`src/rtl/spi_pkg.sv`:
```
// Shared types and constants for the SPI frame controller.
package spi_pkg;

  localparam int unsigned ADDR_W_DEF = 7;
  localparam int unsigned DATA_W_DEF = 8;

  typedef enum logic [3:0] {
    IDLE   = 4'd0,
    ADDR   = 4'd1,
    RW     = 4'd2,
    DECIDE = 4'd3,
    LOAD   = 4'd4,
    READ   = 4'd5,
    RELOAD = 4'd6,
    WRITE  = 4'd7,
    COMMIT = 4'd8,
    DONE   = 4'd9
  } state_e;

  // Bit-counter width: enough bits to reach max(addr_w, data_w) - 1, at least 1.
  function automatic int unsigned cnt_width(input int unsigned addr_w,
                                            input int unsigned data_w);
    int unsigned m;
    m = (addr_w > data_w) ? addr_w : data_w;
    return (m > 1) ? $clog2(m) : 1;
  endfunction

endpackage

```
`src/rtl/spi_bit_counter.sv`:
```
// Edge counter with synchronous clear, enable and terminal-count compare; holds at terminal.
module spi_bit_counter #(
  parameter int unsigned CNT_W = 3
) (
  input  logic             clk,
  input  logic             rst_n,
  input  logic             clr_i,
  input  logic             en_i,
  input  logic [CNT_W-1:0] tc_val_i,
  output logic             tc_c_o
);

  logic [CNT_W-1:0] cnt_q;
  logic [CNT_W-1:0] cnt_d;

  assign tc_c_o = (cnt_q == tc_val_i);

  // Next count: clear wins, increment only below terminal so the counter never wraps.
  always_comb begin
    cnt_d = cnt_q;
    if (clr_i) begin
      cnt_d = '0;
    end else if (en_i && !tc_c_o) begin
      cnt_d = cnt_q + CNT_W'(1);
    end
  end

  // Count register.
  always_ff @(posedge clk or negedge rst_n) begin
    if (!rst_n) begin
      cnt_q <= '0;
    end else begin
      cnt_q <= cnt_d;
    end
  end

endmodule

```
`src/rtl/spi_frame_ctrl.sv`:
```
// SPI slave frame controller: address, R/W bit, then single or burst data words.
module spi_frame_ctrl
  import spi_pkg::*;
#(
  parameter int unsigned ADDR_W   = ADDR_W_DEF,
  parameter int unsigned DATA_W   = DATA_W_DEF,
  parameter bit          BURST_EN = 1'b1
) (
  input  logic clk,
  input  logic rst_n,
  input  logic sclk_edge,
  input  logic cs,
  input  logic rw,
  output logic miso_buff,
  output logic addr_we,
  output logic addr_inc,
  output logic sr_we,
  output logic dm_we,
  output logic busy,
  output logic abort
);

  localparam int unsigned CNT_W = cnt_width(ADDR_W, DATA_W);
  localparam logic [CNT_W-1:0] ADDR_TC = CNT_W'(ADDR_W - 1);
  localparam logic [CNT_W-1:0] DATA_TC = CNT_W'(DATA_W - 1);

  state_e state_q;
  state_e state_d;

  logic counting_c;
  logic tc_c;
  logic last_edge_c;
  logic cnt_en_c;
  logic cnt_clr_c;
  logic [CNT_W-1:0] tc_val_c;

  logic miso_buff_d;
  logic addr_we_d;
  logic addr_inc_d;
  logic sr_we_d;
  logic dm_we_d;
  logic busy_d;
  logic abort_d;

  // Counter control: count edges only in shifting states; zero on every state entry.
  always_comb begin
    counting_c  = (state_q == ADDR) || (state_q == READ) || (state_q == WRITE);
    tc_val_c    = (state_q == ADDR) ? ADDR_TC : DATA_TC;
    cnt_en_c    = sclk_edge && counting_c;
    last_edge_c = cnt_en_c && tc_c;
    cnt_clr_c   = cs || !counting_c || last_edge_c;
  end

  spi_bit_counter #(
    .CNT_W (CNT_W)
  ) u_bit_counter (
    .clk      (clk),
    .rst_n    (rst_n),
    .clr_i    (cnt_clr_c),
    .en_i     (cnt_en_c),
    .tc_val_i (tc_val_c),
    .tc_c_o   (tc_c)
  );

  // Next-state logic; a deselect returns to IDLE from anywhere.
  always_comb begin
    state_d = state_q;
    if (cs) begin
      state_d = IDLE;
    end else begin
      unique case (state_q)
        IDLE:    state_d = ADDR;
        ADDR:    if (last_edge_c) state_d = RW;
        RW:      if (sclk_edge) state_d = DECIDE;
        DECIDE:  state_d = rw ? LOAD : WRITE;
        LOAD:    state_d = READ;
        READ:    if (last_edge_c) state_d = BURST_EN ? RELOAD : DONE;
        RELOAD:  state_d = LOAD;
        WRITE:   if (last_edge_c) state_d = COMMIT;
        COMMIT:  state_d = BURST_EN ? WRITE : DONE;
        DONE:    state_d = DONE;
        default: state_d = IDLE;
      endcase
    end
  end

  // Output decode of the upcoming state so registered outputs line up with the state register.
  always_comb begin
    busy_d      = (state_d != IDLE);
    addr_we_d   = (state_d == ADDR);
    addr_inc_d  = (state_d == RELOAD) || (BURST_EN && (state_d == COMMIT));
    sr_we_d     = (state_d == LOAD);
    dm_we_d     = (state_d == COMMIT);
    // MISO stays driven through the reload of a burst read, but not on the first load.
    miso_buff_d = (state_d == READ) || (state_d == RELOAD) ||
                  ((state_d == LOAD) && (state_q == RELOAD));
    abort_d     = cs && (state_q != IDLE) && (state_q != DONE);
  end

  // State and output registers.
  always_ff @(posedge clk or negedge rst_n) begin
    if (!rst_n) begin
      state_q   <= IDLE;
      miso_buff <= 1'b0;
      addr_we   <= 1'b0;
      addr_inc  <= 1'b0;
      sr_we     <= 1'b0;
      dm_we     <= 1'b0;
      busy      <= 1'b0;
      abort     <= 1'b0;
    end else begin
      state_q   <= state_d;
      miso_buff <= miso_buff_d;
      addr_we   <= addr_we_d;
      addr_inc  <= addr_inc_d;
      sr_we     <= sr_we_d;
      dm_we     <= dm_we_d;
      busy      <= busy_d;
      abort     <= abort_d;
    end
  end

endmodule

```
`config.mk`:
```
export PLATFORM = sky130hd
export DESIGN_NAME = spi_frame_ctrl
export DESIGN_NICKNAME = d
export VERILOG_FILES = /design/src/rtl/spi_pkg.sv /design/src/rtl/spi_bit_counter.sv /design/src/rtl/spi_frame_ctrl.sv
export SDC_FILE = /design/constraint.sdc
export NUM_CORES = 1
export LEC_CHECK = 0
export CAP_MARGIN = 20
export CORE_MARGIN = 4
export CORE_UTILIZATION = 46
export CTS_CLUSTER_SIZE = 14
export DETAILED_ROUTE_END_ITERATION = 16
export GPL_ROUTABILITY_DRIVEN = 0
export HOLD_SLACK_MARGIN = 0.02
export PLACE_DENSITY = 0.78
export SYNTH_ARGS = -nofsm -noshare
export SYNTH_HDL_FRONTEND = slang
export SYNTH_SLANG_ARGS = --single-unit
```
`constraint.sdc`:
```
create_clock -name clk -period 1.85 [get_ports clk]
set_input_delay 0.4625 -clock clk [delete_from_list [all_inputs] [get_ports clk]]
set_output_delay 0.4625 -clock clk [all_outputs]
set_load 0.05 [all_outputs]
```
* Word-level counts from Yosys, hierarchy flattened
Cells that the tools add are included.
** Storage, ports and cells
- Register bits :: 14
- Latch bits :: 0
- Memory bits (writable) :: 0
- Bits in read-only memories :: 0
- Word-level logic and storage cells :: 55
- Memories :: 0
** Operators by class
- Add/subtract/negate cells :: 1
- Multiply operators :: 0
- Div/mod/pow operators :: 0
- Order comparisons :: 0
- Equal/unequal tests :: 16
- Shift operators :: 0
- Mux-type cells :: 10
- Bitwise gates (word level) :: 0
- Reductions and logical operators :: 19
** Operators by type and width (count)
- one-hot mux 4 bit (10 select lines) :: 1
- == test 4 x 3 -> 1 bit (second input constant) :: 7
- 2-to-1 mux 4 bit :: 5
- == test 4 bit (second input constant) :: 3
- == test 4 x 1 -> 1 bit (second input constant) :: 2
- == test 4 x 2 -> 1 bit (second input constant) :: 2
- nonzero test 4 bit :: 2
- logical OR 1 bit :: 7
- logical AND 1 bit :: 6
- 2-to-1 mux 3 bit :: 2
- logical NOT 4 bit :: 1
- inequality test 4 bit (second input constant) :: 1
- adder 3 x 1 -> 3 bit (second input constant) :: 1
- == test 3 bit :: 1
- logical NOT 1 bit :: 2
- 2-to-1 mux 2 bit :: 1
- nonzero test 2 bit :: 1
- 2-to-1 mux 1 bit :: 1

* Longest topological paths before layout
Gate-level depths: netlist (run 1).
- Word-level depth :: 11
- Gate-level depth with buffers :: 7
- Gate-level depth less buffers :: 6

* Cells and area by module
Synthesis (run 1) repeated with hierarchy kept, for this count alone.
** Unflattened totals
- Cells, all modules :: 88
- Area, all modules :: 917.1 um^2
** By module, submodules not included
- spi_frame_ctrl :: times used 1, cells an instance 60, area an instance 649.4 um^2
- spi_bit_counter :: times used 1, cells an instance 28, area an instance 267.8 um^2

* Least setup slack after synthesis (run 1)
OpenSTA, ideal clock, no wires.
- Kind :: flip-flop to flip-flop
- From :: register state_q[3]
- To :: register miso_buff
- Setup time :: 0.126 ns
- Arrival :: 1.839 ns
- Required time :: 1.724 ns
- Setup slack :: -0.115 ns
- Cell stages (with the launch flop) :: 7
- Cells stage by stage :: dfrtp_1 nor4b_1 mux2i_1 nor4_2 or2_1 buf_4 o311a_1
** On the way
- Cells in the longest elaborated chain, start to end :: 11
- Elaborated cells on any way between the ends :: 28
- Classes of those cells :: 13 x eq/ne; 7 x mux; 8 x reduce/logical
** Ends and longest elaborated chain
- start: declaration :: line spi_frame_ctrl.sv:27 : state_e state_q;
- start signal: assignment :: line spi_frame_ctrl.sv:112 : state_q <= state_d;
- parallel branches: the longest is 6 deep, another holds == test 4 x 1 -> 1 bit
- one-hot mux 4 bit (10 select lines) (*) :: line spi_frame_ctrl.sv:71 : unique case (state_q)
- 2-to-1 mux 4 bit (*) :: line spi_frame_ctrl.sv:68 : if (cs) begin
- named net state_d[1] :: line spi_frame_ctrl.sv:28 : state_e state_d;
- == test 4 x 3 -> 1 bit (on tied branches) :: line spi_frame_ctrl.sv:95, spi_frame_ctrl.sv:96
- logical OR 1 bit or logical AND 1 bit (tied branches) :: line spi_frame_ctrl.sv:95, spi_frame_ctrl.sv:96
- logical OR 1 bit (*) :: line spi_frame_ctrl.sv:95 : miso_buff_d = (state_d == READ) || (state_d == RELOAD) ||
- named net miso_buff_d :: line spi_frame_ctrl.sv:37 : logic miso_buff_d;
- end signal: assignment :: line spi_frame_ctrl.sv:113 : miso_buff <= miso_buff_d;
- end: declaration :: line spi_frame_ctrl.sv:14 : output logic miso_buff,
Mark *: on every way through the listed nets, which the timed path passes.
A chain may end at the register's enable or synchronous reset.

* Final worst setup path (run 1)
- From :: register state_q[1]
- To :: register miso_buff
** On the way
- Cells in the longest elaborated chain, start to end :: 11
- Elaborated cells on any way between the ends :: 28
- Classes of those cells :: 13 x eq/ne; 7 x mux; 8 x reduce/logical
** Ends and longest elaborated chain (line)
- parallel branches: the longest is 10 deep, another holds one-hot mux 4 bit (10 select lines)
- logical OR 1 bit (*) :: spi_frame_ctrl.sv:95
- named net miso_buff_d :: spi_frame_ctrl.sv:37
Marked as above.

==> results of run 1 <==
## worst max-delay path: cells and delay by family (launching register included)
family	cells	cell delay, ps
AND/OR/NAND/NOR	3	680
flip-flops	1	440
AO/OA/AOI/OAI	1	350
multiplexers	1	290
## power groups by stage
stage | logic [uW] | clock network, uW | registers [uW]
global route | 116 | 243 | 319
global placement | 95.6 | 0 | 323
floorplan | 43.6 | 0 | 338
CTS | 100 | 223 | 318
detailed placement | 97.0 | 0 | 324
finish | 108 | 218 | 318
## cells in the final DEF, fill, tap and decap left out, drive strengths merged, types with 2 or more instances in the layout
master and count:
or2 4, nor4 2, nand3 4, nand2 5
o21ai 5, clkdlybuf4s50 3, inv 4, a21oi 6
dfrtp 14, nor4b 2, clkbuf 4, nor2 7
buf 31, nor3 4, nor3b 2
## kinds of logic (layout without fill, tap and decap cells)
family          Yosys count  in the layout
simple gates             36             36
mux                       1              1
xor+xnor                  2              2
compound gates           18             18
flops                    14             14
fa+ha+maj                 1              1
buf+inv                  10             43
## area by class of cell
| class | count | area (sq um) |
|---|---|---|
| clock buffer | 4 | 36.3 |
| fill | 109 | 433 |
| inverter | 4 | 15.0 |
| multi-input combinational | 58 | 438 |
| sequential | 14 | 352 |
| tap | 16 | 20.0 |
| timing repair buffer | 35 | 283 |
## metrics by stage
| stage | hold WS (ps) | cell area (sq um) | setup TNS, ps | worst slack (ps) | utilization, % |
|---|---|---|---|---|---|
| after floorplan | 167 | 805 | -46.8 | -46.8 | - |
| after CTS | 478 | 1080 | 0 | 0.968 | 68.3 |
| after global placement | 636 | 1000 | -1320 | -296 | 63.6 |
| after global routing | 496 | 1140 | -245 | -95.2 | 72.5 |
| after detailed placement | 647 | 1000 | -1630 | -355 | 63.6 |
| final | 479 | 1140 | -23.3 | -16.8 | 72.5 |
## synth_stat cells (2+ instances only)
master,number
a21oi_1,5
buf_4,3
buf_6,2
dfrtp_1,14
inv_1,4
nand2_1,5
nand3_1,4
nor2_1,7
nor3_1,4
nor3b_1,2
nor4b_1,2
o21ai_0,4
or2_1,3
## per-layer routing
layer	part of all wire, %	global-route usage [%]	vias up
met5	0	0	-
met3	4.2	4.82	0
li1	-	-	363
met4	0	1.38	0
met1	43	20.6	360
met2	53	27.5	18
## how the worst max path moves through the flow
stage	from	end	slack [ps]	cells after the start
after detailed placement	sclk_edge	miso_buff	-350	6
after floorplan	state_q[3]	miso_buff	-50	6
final	state_q[1]	miso_buff	-20	5
after global placement	sclk_edge	miso_buff	-300	6
after CTS	state_q[2]	miso_buff	1	6
after global routing	state_q[1]	miso_buff	-100	5
## flip-flops by register name, summed over array words and instances, names as in the netlist
name	flops
sr_we	1
dm_we	1
busy	1
miso_buff	1
addr_we	1
u_bit_counter.cnt_q	3
abort	1
addr_inc	1
state_q	4
## repair_timing
item | in CTS | in global routing
pin swaps | 4 | 7
buffers inserted | 2 | 4
setup endpoints to repair | 3 | 5
resized for setup | 6 | 10
==> results.toml, run 1 <==
[die]
start_util_pct = 50.6
io_pins = 12
num_rows = 14
coreArea_sq_um = 1580
dieArea_sq_um = 2470
fp.dieH_um = 49.7
fp.dieW_um = 49.7

[job]
maxCapViolations = 0

[logic_synthesis]
synth_xor_area_share_pct = 2.19
synthMuxAreaShare_pct = 1.25
synth_area_sq_um = 798
synth_cells = 82
synthArstFlopShare_pct = 100
synthAdderAreaFrac_pct = 1.57
synth.distinct_cells = 36
synth_top_family_by_area = "simple AND/OR/NAND/NOR gates"
synth.net_count = 88
yosysTopAreaCell = "dfrtp_1"
yosys_most_used_dff = "dfrtp_1"
synth_top_area_share_pct = 43.9
syn_area_per_cell_sq_um = 9.73
ys_seq_area_share_pct = 43.9
ys_seq_elements = 14
yosys.area_share.simple_pct = 27.7
ys_top_cells_by_area = "dfrtp_1 44%, nor2_1 3.3%, a21oi_1 3.1%, buf_4 2.8%, buf_6 2.8%"
synth_compound_area_share_pct = 15.2
synth_edf_count = 0
ys_warn_count = 0

[final_layout]
finalNonFillerCells = 131
nNetsFinal = 122
synthToLayoutAreaGrowth_pct = 43.3
diodes = 0
drive_above_1_share_pct = 46.1

[critical_path]
slowest_stage = "dfrtp_2"
cp.required_ps = 2010
cp_max_fo = 4
r2r_setup_slack_ps = -20
worst_setup_path_end_kind = "flip-flop"
arrival_ps = 2030
worstSetupStartpointType = "flip-flop"
r2r-start = "state_q[1]"
r2r-end = "miso_buff"
max_stage_delay_ps = 440
crit_chain = "nor4b_4 > mux2i_2 > nor4_2 > or2_4 > o311a_1"
path_class = "reg -> reg"
rr_worst_depth = 5

[pwr]
p_leak_uw = 0.000537
power_uw = 644
ir_drop_mv = 0.728
powerDensity_nw_per_um2 = 563
combPwrFrac_pct = 16.8
clkPwrFrac_pct = 33.9
p_seq_share_pct = 49.4
swShare_pct = 24.9
p_sw_uw = 161
p_int_uw = 483

[outcome]
outcome = "finished, violations left"
violations = "negative setup slack"

[detailed_routing]
drt-pass1-iter-count = 4
vias = 741
wl_per_cell_um = 14.9
drtIter0Drc = 16
routed_wl_um = 1960
viasPerCell = 5.66
drcViolationCount = 0
final_antenna_net_count = 0

[clock_tree]
cts_tree = "built"
holdBufCountCts = 0
clk_path_buf_depth = 2
clock_sinks = 14
ctsRootBufferMaster = "clkbuf_4"
cts_made_buffers = 3
clkTransAtPathRegs_ps = 80
insertion_delay_ps = 280
htreeDepth = 1

[timing]
finalClockSkew_ps = 3.78
setup_violations = 2
max_freq_mhz = 536
rsz0062_at_grt = "yes"
layout_setup_ws_ps = -16.8
hold_violations = 0
drv_slew = 0
worstMarginPinSlew_ps = 310
period_share_pct = 101
slew_headroom_pct = 79.1
finalCriticalPeriod_ps = 1870

[grt]
grtUsageTotal_pct = 16.1
grt_pass1_vias = 687
grt_max_degree = 15
antenna_found_initial = 0
grt-ovfl-total = 0
grt_pass1_wl_um = 3080

[placement]
port_buffers = 11
place_hpwl_um = 1330
dp.cells = 121

[min_path]
hp-class = "in -> async"
Power figures use the tool's default switching activity.
==> run 2, diff against run 1 <==
--- a/config.mk
+++ b/config.mk
@@ -13,6 +13,7 @@
 export GPL_ROUTABILITY_DRIVEN = 0
 export HOLD_SLACK_MARGIN = 0.02
 export PLACE_DENSITY = 0.78
+export SETUP_SLACK_MARGIN = 0.5
 export SYNTH_ARGS = -nofsm -noshare
 export SYNTH_HDL_FRONTEND = slang
 export SYNTH_SLANG_ARGS = --single-unit
==> results.toml, run 2 (same netlist as run 1, synthesis figures left out) <==
[outcome]
outcome = "finished, violations left"
violations = "negative setup slack"

[clock_tree]
holdBufCountCts = 0
clkTransAtPathRegs_ps = 90
ctsRootBufferMaster = "clkbuf_4"
cts_made_buffers = 3
insertion_delay_ps = 300
htreeDepth = 1
clock_sinks = 14
clk_path_buf_depth = 2
cts_tree = "built"

[grt]
grt_pass1_wl_um = 3770
grt-ovfl-total = 0
grt_max_degree = 15
grt_pass1_vias = 742
grtUsageTotal_pct = 20.5
antenna_found_initial = 0

[detailed_routing]
vias = 795
viasPerCell = 6.12
routed_wl_um = 2410
drt-pass1-iter-count = 4
final_antenna_net_count = 0
drcViolationCount = 0
wl_per_cell_um = 18.5
drtIter0Drc = 33

[pwr]
p_leak_uw = 0.000565
p_sw_uw = 180
combPwrFrac_pct = 17.6
clkPwrFrac_pct = 33.9
powerDensity_nw_per_um2 = 520
power_uw = 667
p_seq_share_pct = 48.5
p_int_uw = 487
ir_drop_mv = 0.447
swShare_pct = 26.9

[timing]
worstMarginPinSlew_ps = 409
layout_setup_ws_ps = -30.8
period_share_pct = 102
finalCriticalPeriod_ps = 1880
max_freq_mhz = 532
hold_violations = 0
slew_headroom_pct = 72.7
rsz0062_at_grt = "yes"
fin_setup_tns_ps = -30.8
hold_ws_ps = 471
setup_violations = 1
drv_slew = 0
finalClockSkew_ps = 8.18

[final_layout]
largest_register_ffs = 4
regArea_sq_um = 354
layout_commonest_cell = "buf_4"
synthToLayoutAreaGrowth_pct = 60.7
drive_above_1_share_pct = 64.0
final_cell_mix = "22 x buf_4, 11 x dfrtp_1, 8 x buf_6"
fillCellCount = 93
top_regs = "state_q (4), u_bit_counter.cnt_q (3)"
nNetsFinal = 121
regMostFlops = "state_q"
finalInstanceArea_sq_um = 1280
diodes = 0
multiInputGateArea_sq_um = 558

[critical_path]
r2r-start = "state_q[1]"
cp.required_ps = 2090
cpLargestDelayFamily = "flip-flops"
max_stage_delay_ps = 450
worst_setup_path_end_kind = "flip-flop"
path_class = "reg -> reg"
startpoint = "state_q[1]"
crit_chain = "nor4b_4 > mux2i_2 > nor4_2 > buf_4 > buf_6 > o21ai_0 > o311a_1"
slowest_stage = "dfrtp_2"
critPathBufInv = 2
worstSetupStartpointType = "flip-flop"
arrival_ps = 2120
cp_max_fo = 4

[die]
num_rows = 14
fp.dieH_um = 49.7
io_pins = 12
start_util_pct = 50.6
dieArea_sq_um = 2470
fp.dieW_um = 49.7
coreArea_sq_um = 1580

[placement]
place_area_sq_um = 986
port_buffers = 11
dp_slack_ps = -337
place_hpwl_um = 1440

[min_path]
hp-class = "in -> async"

[job]
maxCapViolations = 0
run 2: cell types whose count changed in the layout (fill, tap and decap cells not counted), moves of 3 or more:
cell | previous run | this run
a21oi_2 | 2 | 5
o21ai_2 | 0 | 3
buf_4 | 28 | 22
nor3_1 | 4 | 1
a21oi_1 | 4 | 1
buf_6 | 3 | 8
run 2: layout make-up:
| type | instances | share of cell area [%] |
|---|---|---|
| sequential | 14 | 27.6 |
| tap | 16 | 1.56 |
| timing repair buffer | 34 | 23.1 |
| multi-input combinational | 58 | 43.5 |
| clock buffer | 4 | 2.83 |
| inverter | 4 | 1.37 |
run 2: stage by stage:
stage          std cells  util, %
5_1_grt              130     81.3
3_5_place_dp         117     62.5
6_report             130     81.3
4_1_cts              125     70.8
3_3_place_gp         117     62.5
2_1_floorplan         82        -
run 2: routing by layer:
metal	routed length, um	GRT usage [%]
met5	0	0
met4	89	11.1
met3	148	5.12
met2	1210	33.7
met1	957	24.4
run 2: power groups by stage:
stage	Combinational [uW]	Clock, uW	Sequential [uW]
after floorplan	44.7	0	338
after global placement	91.9	0	326
after detailed placement	94.9	0	326
after CTS	101	228	321
after global routing	125	242	325
final	117	226	324
run 2: repair_timing:
item	4_1_cts	5_1_grt
pin swaps	3	7
gates resized for setup	17	33
setup endpoints to repair	13	14
setup buffers	4	5
run 2: path summary, 6_finish.rpt:
| check | slack, ps | to | cells after the start |
|---|---|---|---|
| max | -30 | miso_buff | 7 |
| min | 470 | busy | 2 |
| max reg2reg | -30 | miso_buff | 7 |
| min reg2reg | 720 | u_bit_counter.cnt_q[1] | 2 |
| max in group asynchronous | 1190 | state_q[1] | 2 |
| min in group clk | 570 | u_bit_counter.cnt_q[0] | 3 |
==> run 3, diff against run 2 <==
--- a/config.mk
+++ b/config.mk
@@ -5,14 +5,15 @@
 export SDC_FILE = /design/constraint.sdc
 export NUM_CORES = 1
 export LEC_CHECK = 0
+export ABC_AREA = 1
 export CAP_MARGIN = 20
 export CORE_MARGIN = 4
 export CORE_UTILIZATION = 46
-export CTS_CLUSTER_SIZE = 14
+export CTS_CLUSTER_SIZE = 10
 export DETAILED_ROUTE_END_ITERATION = 16
 export GPL_ROUTABILITY_DRIVEN = 0
 export HOLD_SLACK_MARGIN = 0.02
-export PLACE_DENSITY = 0.78
+export PLACE_DENSITY = 0.79
 export SETUP_SLACK_MARGIN = 0.5
 export SYNTH_ARGS = -nofsm -noshare
 export SYNTH_HDL_FRONTEND = slang
==> results.toml, run 3 <==
[detailed_routing]
drtIter0Drc = 14
final_antenna_net_count = 0
viasPerCell = 5.34
drt-pass1-iter-count = 4
wl_per_cell_um = 13.8
vias = 779
drcViolationCount = 0
routed_wl_um = 2020

[clock_tree]
clock_sinks = 14
cts_tree = "built"
clk_path_buf_depth = 2
cts_made_buffers = 3
insertion_delay_ps = 280
clkTransAtPathRegs_ps = 90
htreeDepth = 1
ctsRootBufferMaster = "clkbuf_4"

[grt]
grt.busiest_layer = "met2"
grt-ovfl-total = 0
met3_usage_pct = 7.65
grt_pass1_wl_um = 3260
grt_max_degree = 15
use_met1_pct = 17.6
antenna_found_initial = 0
use_met2_pct = 30.8
grt_pass1_vias = 760
grtUsageTotal_pct = 17.5

[timing]
period_share_pct = 88.1
finalCriticalPeriod_ps = 1630
hold_violations = 0
finalClockSkew_ps = 12.1
setup_violations = 0
layout_setup_ws_ps = 220
rsz0062_at_grt = "yes"
max_freq_mhz = 614
hold_ws_ps = 486
slew_headroom_pct = 86.8
drv_slew = 0
worstMarginPinSlew_ps = 197

[final_layout]
top_regs = "state_q (4), u_bit_counter.cnt_q (3)"
regArea_sq_um = 352
layout_commonest_cell = "buf_4"
regMostFlops = "state_q"
finalNonFillerCells = 146
fillCellCount = 126
largest_register_ffs = 4
final_cell_mix = "22 x buf_4, 14 x nand2_1, 13 x dfrtp_1"
multiInputGateArea_sq_um = 435
drive_above_1_share_pct = 50.0
synthToLayoutAreaGrowth_pct = 45.9
nNetsFinal = 137
final_util_pct = 73.2
finalInstanceArea_sq_um = 1140
diodes = 0

[logic_synthesis]
synth_top_area_share_pct = 44.8
ys_seq_elements = 14
ys_top_cells_by_area = "dfrtp_1 45%, inv_1 9.1%, nand2_1 9.1%, nand3_1 7.0%, nand2_2 4.0%"
synth.distinct_cells = 22
synth_cells = 98
yosysTopAreaCell = "dfrtp_1"
ys_top_cells_by_count = "19 x inv_1, 19 x nand2_1, 14 x dfrtp_1, 11 x nand3_1, 8 x nor2_1"
ys_seq_area_share_pct = 44.8
yosys_most_used_dff = "dfrtp_1"
synth_area_sq_um = 782
synth.net_count = 104
ys_warn_count = 0
synthArstFlopShare_pct = 100
synth_edf_count = 0
syn_area_per_cell_sq_um = 7.98

[critical_path]
worst_setup_path_end_kind = "flip-flop"
crit_chain = "inv_2 > nor2_4 > nand2_4 > a21oi_4 > nand2_2 > nand2_2 > nand2_2 > o21bai_4 > buf_6 > nand3_2 > inv_2"
cp_common_cell = "nand2_2"
arrival_ps = 1860
cp.required_ps = 2080
worstSetupStartpointType = "flip-flop"
slowest_stage = "dfrtp_1"
path_class = "reg -> reg"
max_stage_delay_ps = 420
cp_max_fo = 5

[pwr]
p_leak_uw = 0.000616
powerDensity_nw_per_um2 = 558
ir_drop_mv = 0.516

[placement]
place_hpwl_um = 1320
dp.cells = 131
port_buffers = 11
dp_slack_ps = -7.10
place_area_sq_um = 952

[outcome]
outcome = "finished, final reports clean"

[die]
dieArea_sq_um = 2420
io_pins = 12
start_util_pct = 50.2
fp.dieW_um = 49.2
fp.dieH_um = 49.2
num_rows = 14
coreArea_sq_um = 1560

[min_path]
hp-class = "in -> async"

[job]
maxCapViolations = 0
-- run 3: cell count changes in the layout (fill, tap and decap cells not counted), sizes merged, moves of 4 or more --
cell | previous run | this run
nand2 | 5 | 24
inv | 4 | 19
nand3 | 4 | 12
buf | 30 | 24
nor2 | 7 | 11
or2 | 4 | 0
-- run 3: where the power goes --
| group | switching, uW | internal [uW] | leakage (uW) |
|---|---|---|---|
| logic | 62.7 | 40.5 | 0.000408 |
| clock network | 95.5 | 120 | 0.0000210 |
| registers | 4.81 | 313 | 0.000187 |
| total | 163 | 473 | 0.000616 |
-- run 3: what timing repair did --
item,CTS,global route
setup buffers,6,5
pin swaps,15,17
setup endpoints to repair,12,13
hold buffers,0,0
gates resized for setup,11,16
-- run 3: critical path: cells and delay by family (launching register included) --
| family | cells | cell delay (ps) |
|---|---|---|
| flip-flops | 1 | 420 |
| AND/OR/NAND/NOR | 6 | 550 |
| buffers and inverters | 3 | 270 |
| AO/OA/AOI/OAI | 2 | 350 |
-- run 3: layout make-up --
type | count | area share [%]
tap | 16 | 1.75
inverter | 19 | 6.25
multi-input combinational | 65 | 38.2
clock buffer | 4 | 3.18
sequential | 14 | 30.8
timing repair buffer | 28 | 19.8
-- run 3: per-layer routing --
layer  vias up  part of all wire (%)
met5         -                     0
met2        28                    55
met1       369                    38
met3         6                   5.9
met4         0                   1.7
li1        376                     -
-- run 3: final timing paths --
check | startpoint | end | slack (ps) | cells past startpoint
worst max-delay path | state_q[2] | sr_we | 220 | 11
worst min-delay path | rst_n | u_bit_counter.cnt_q[2] | 490 | 2
worst max register to register | state_q[2] | sr_we | 220 | 11
worst min register to register | u_bit_counter.cnt_q[1] | u_bit_counter.cnt_q[1] | 550 | 1
max in group asynchronous | rst_n | state_q[3] | 1170 | 2
min in group clk | u_bit_counter.cnt_q[1] | u_bit_counter.cnt_q[1] | 550 | 1
-- run 3: cells by family (layout without fill, tap and decap cells) --
| group | Yosys count | after routing | share of synthesized area (%) |
|---|---|---|---|
| adders and majority gates | 1 | 1 | 1.60 |
| DFF | 14 | 14 | 44.8 |
| buffers and inverters | 19 | 51 | 9.12 |
| AOI/OAI and AO/OA | 13 | 13 | 12.6 |
| and+or+nand+nor | 51 | 51 | 31.8 |
-- run 3: stage by stage --
stage,TNS [ps],total power (uW)
finish,0,636
detailed placement,-13.0,408
global route,0,674
CTS,0,636
global placement,-4.70,407
floorplan,0,370
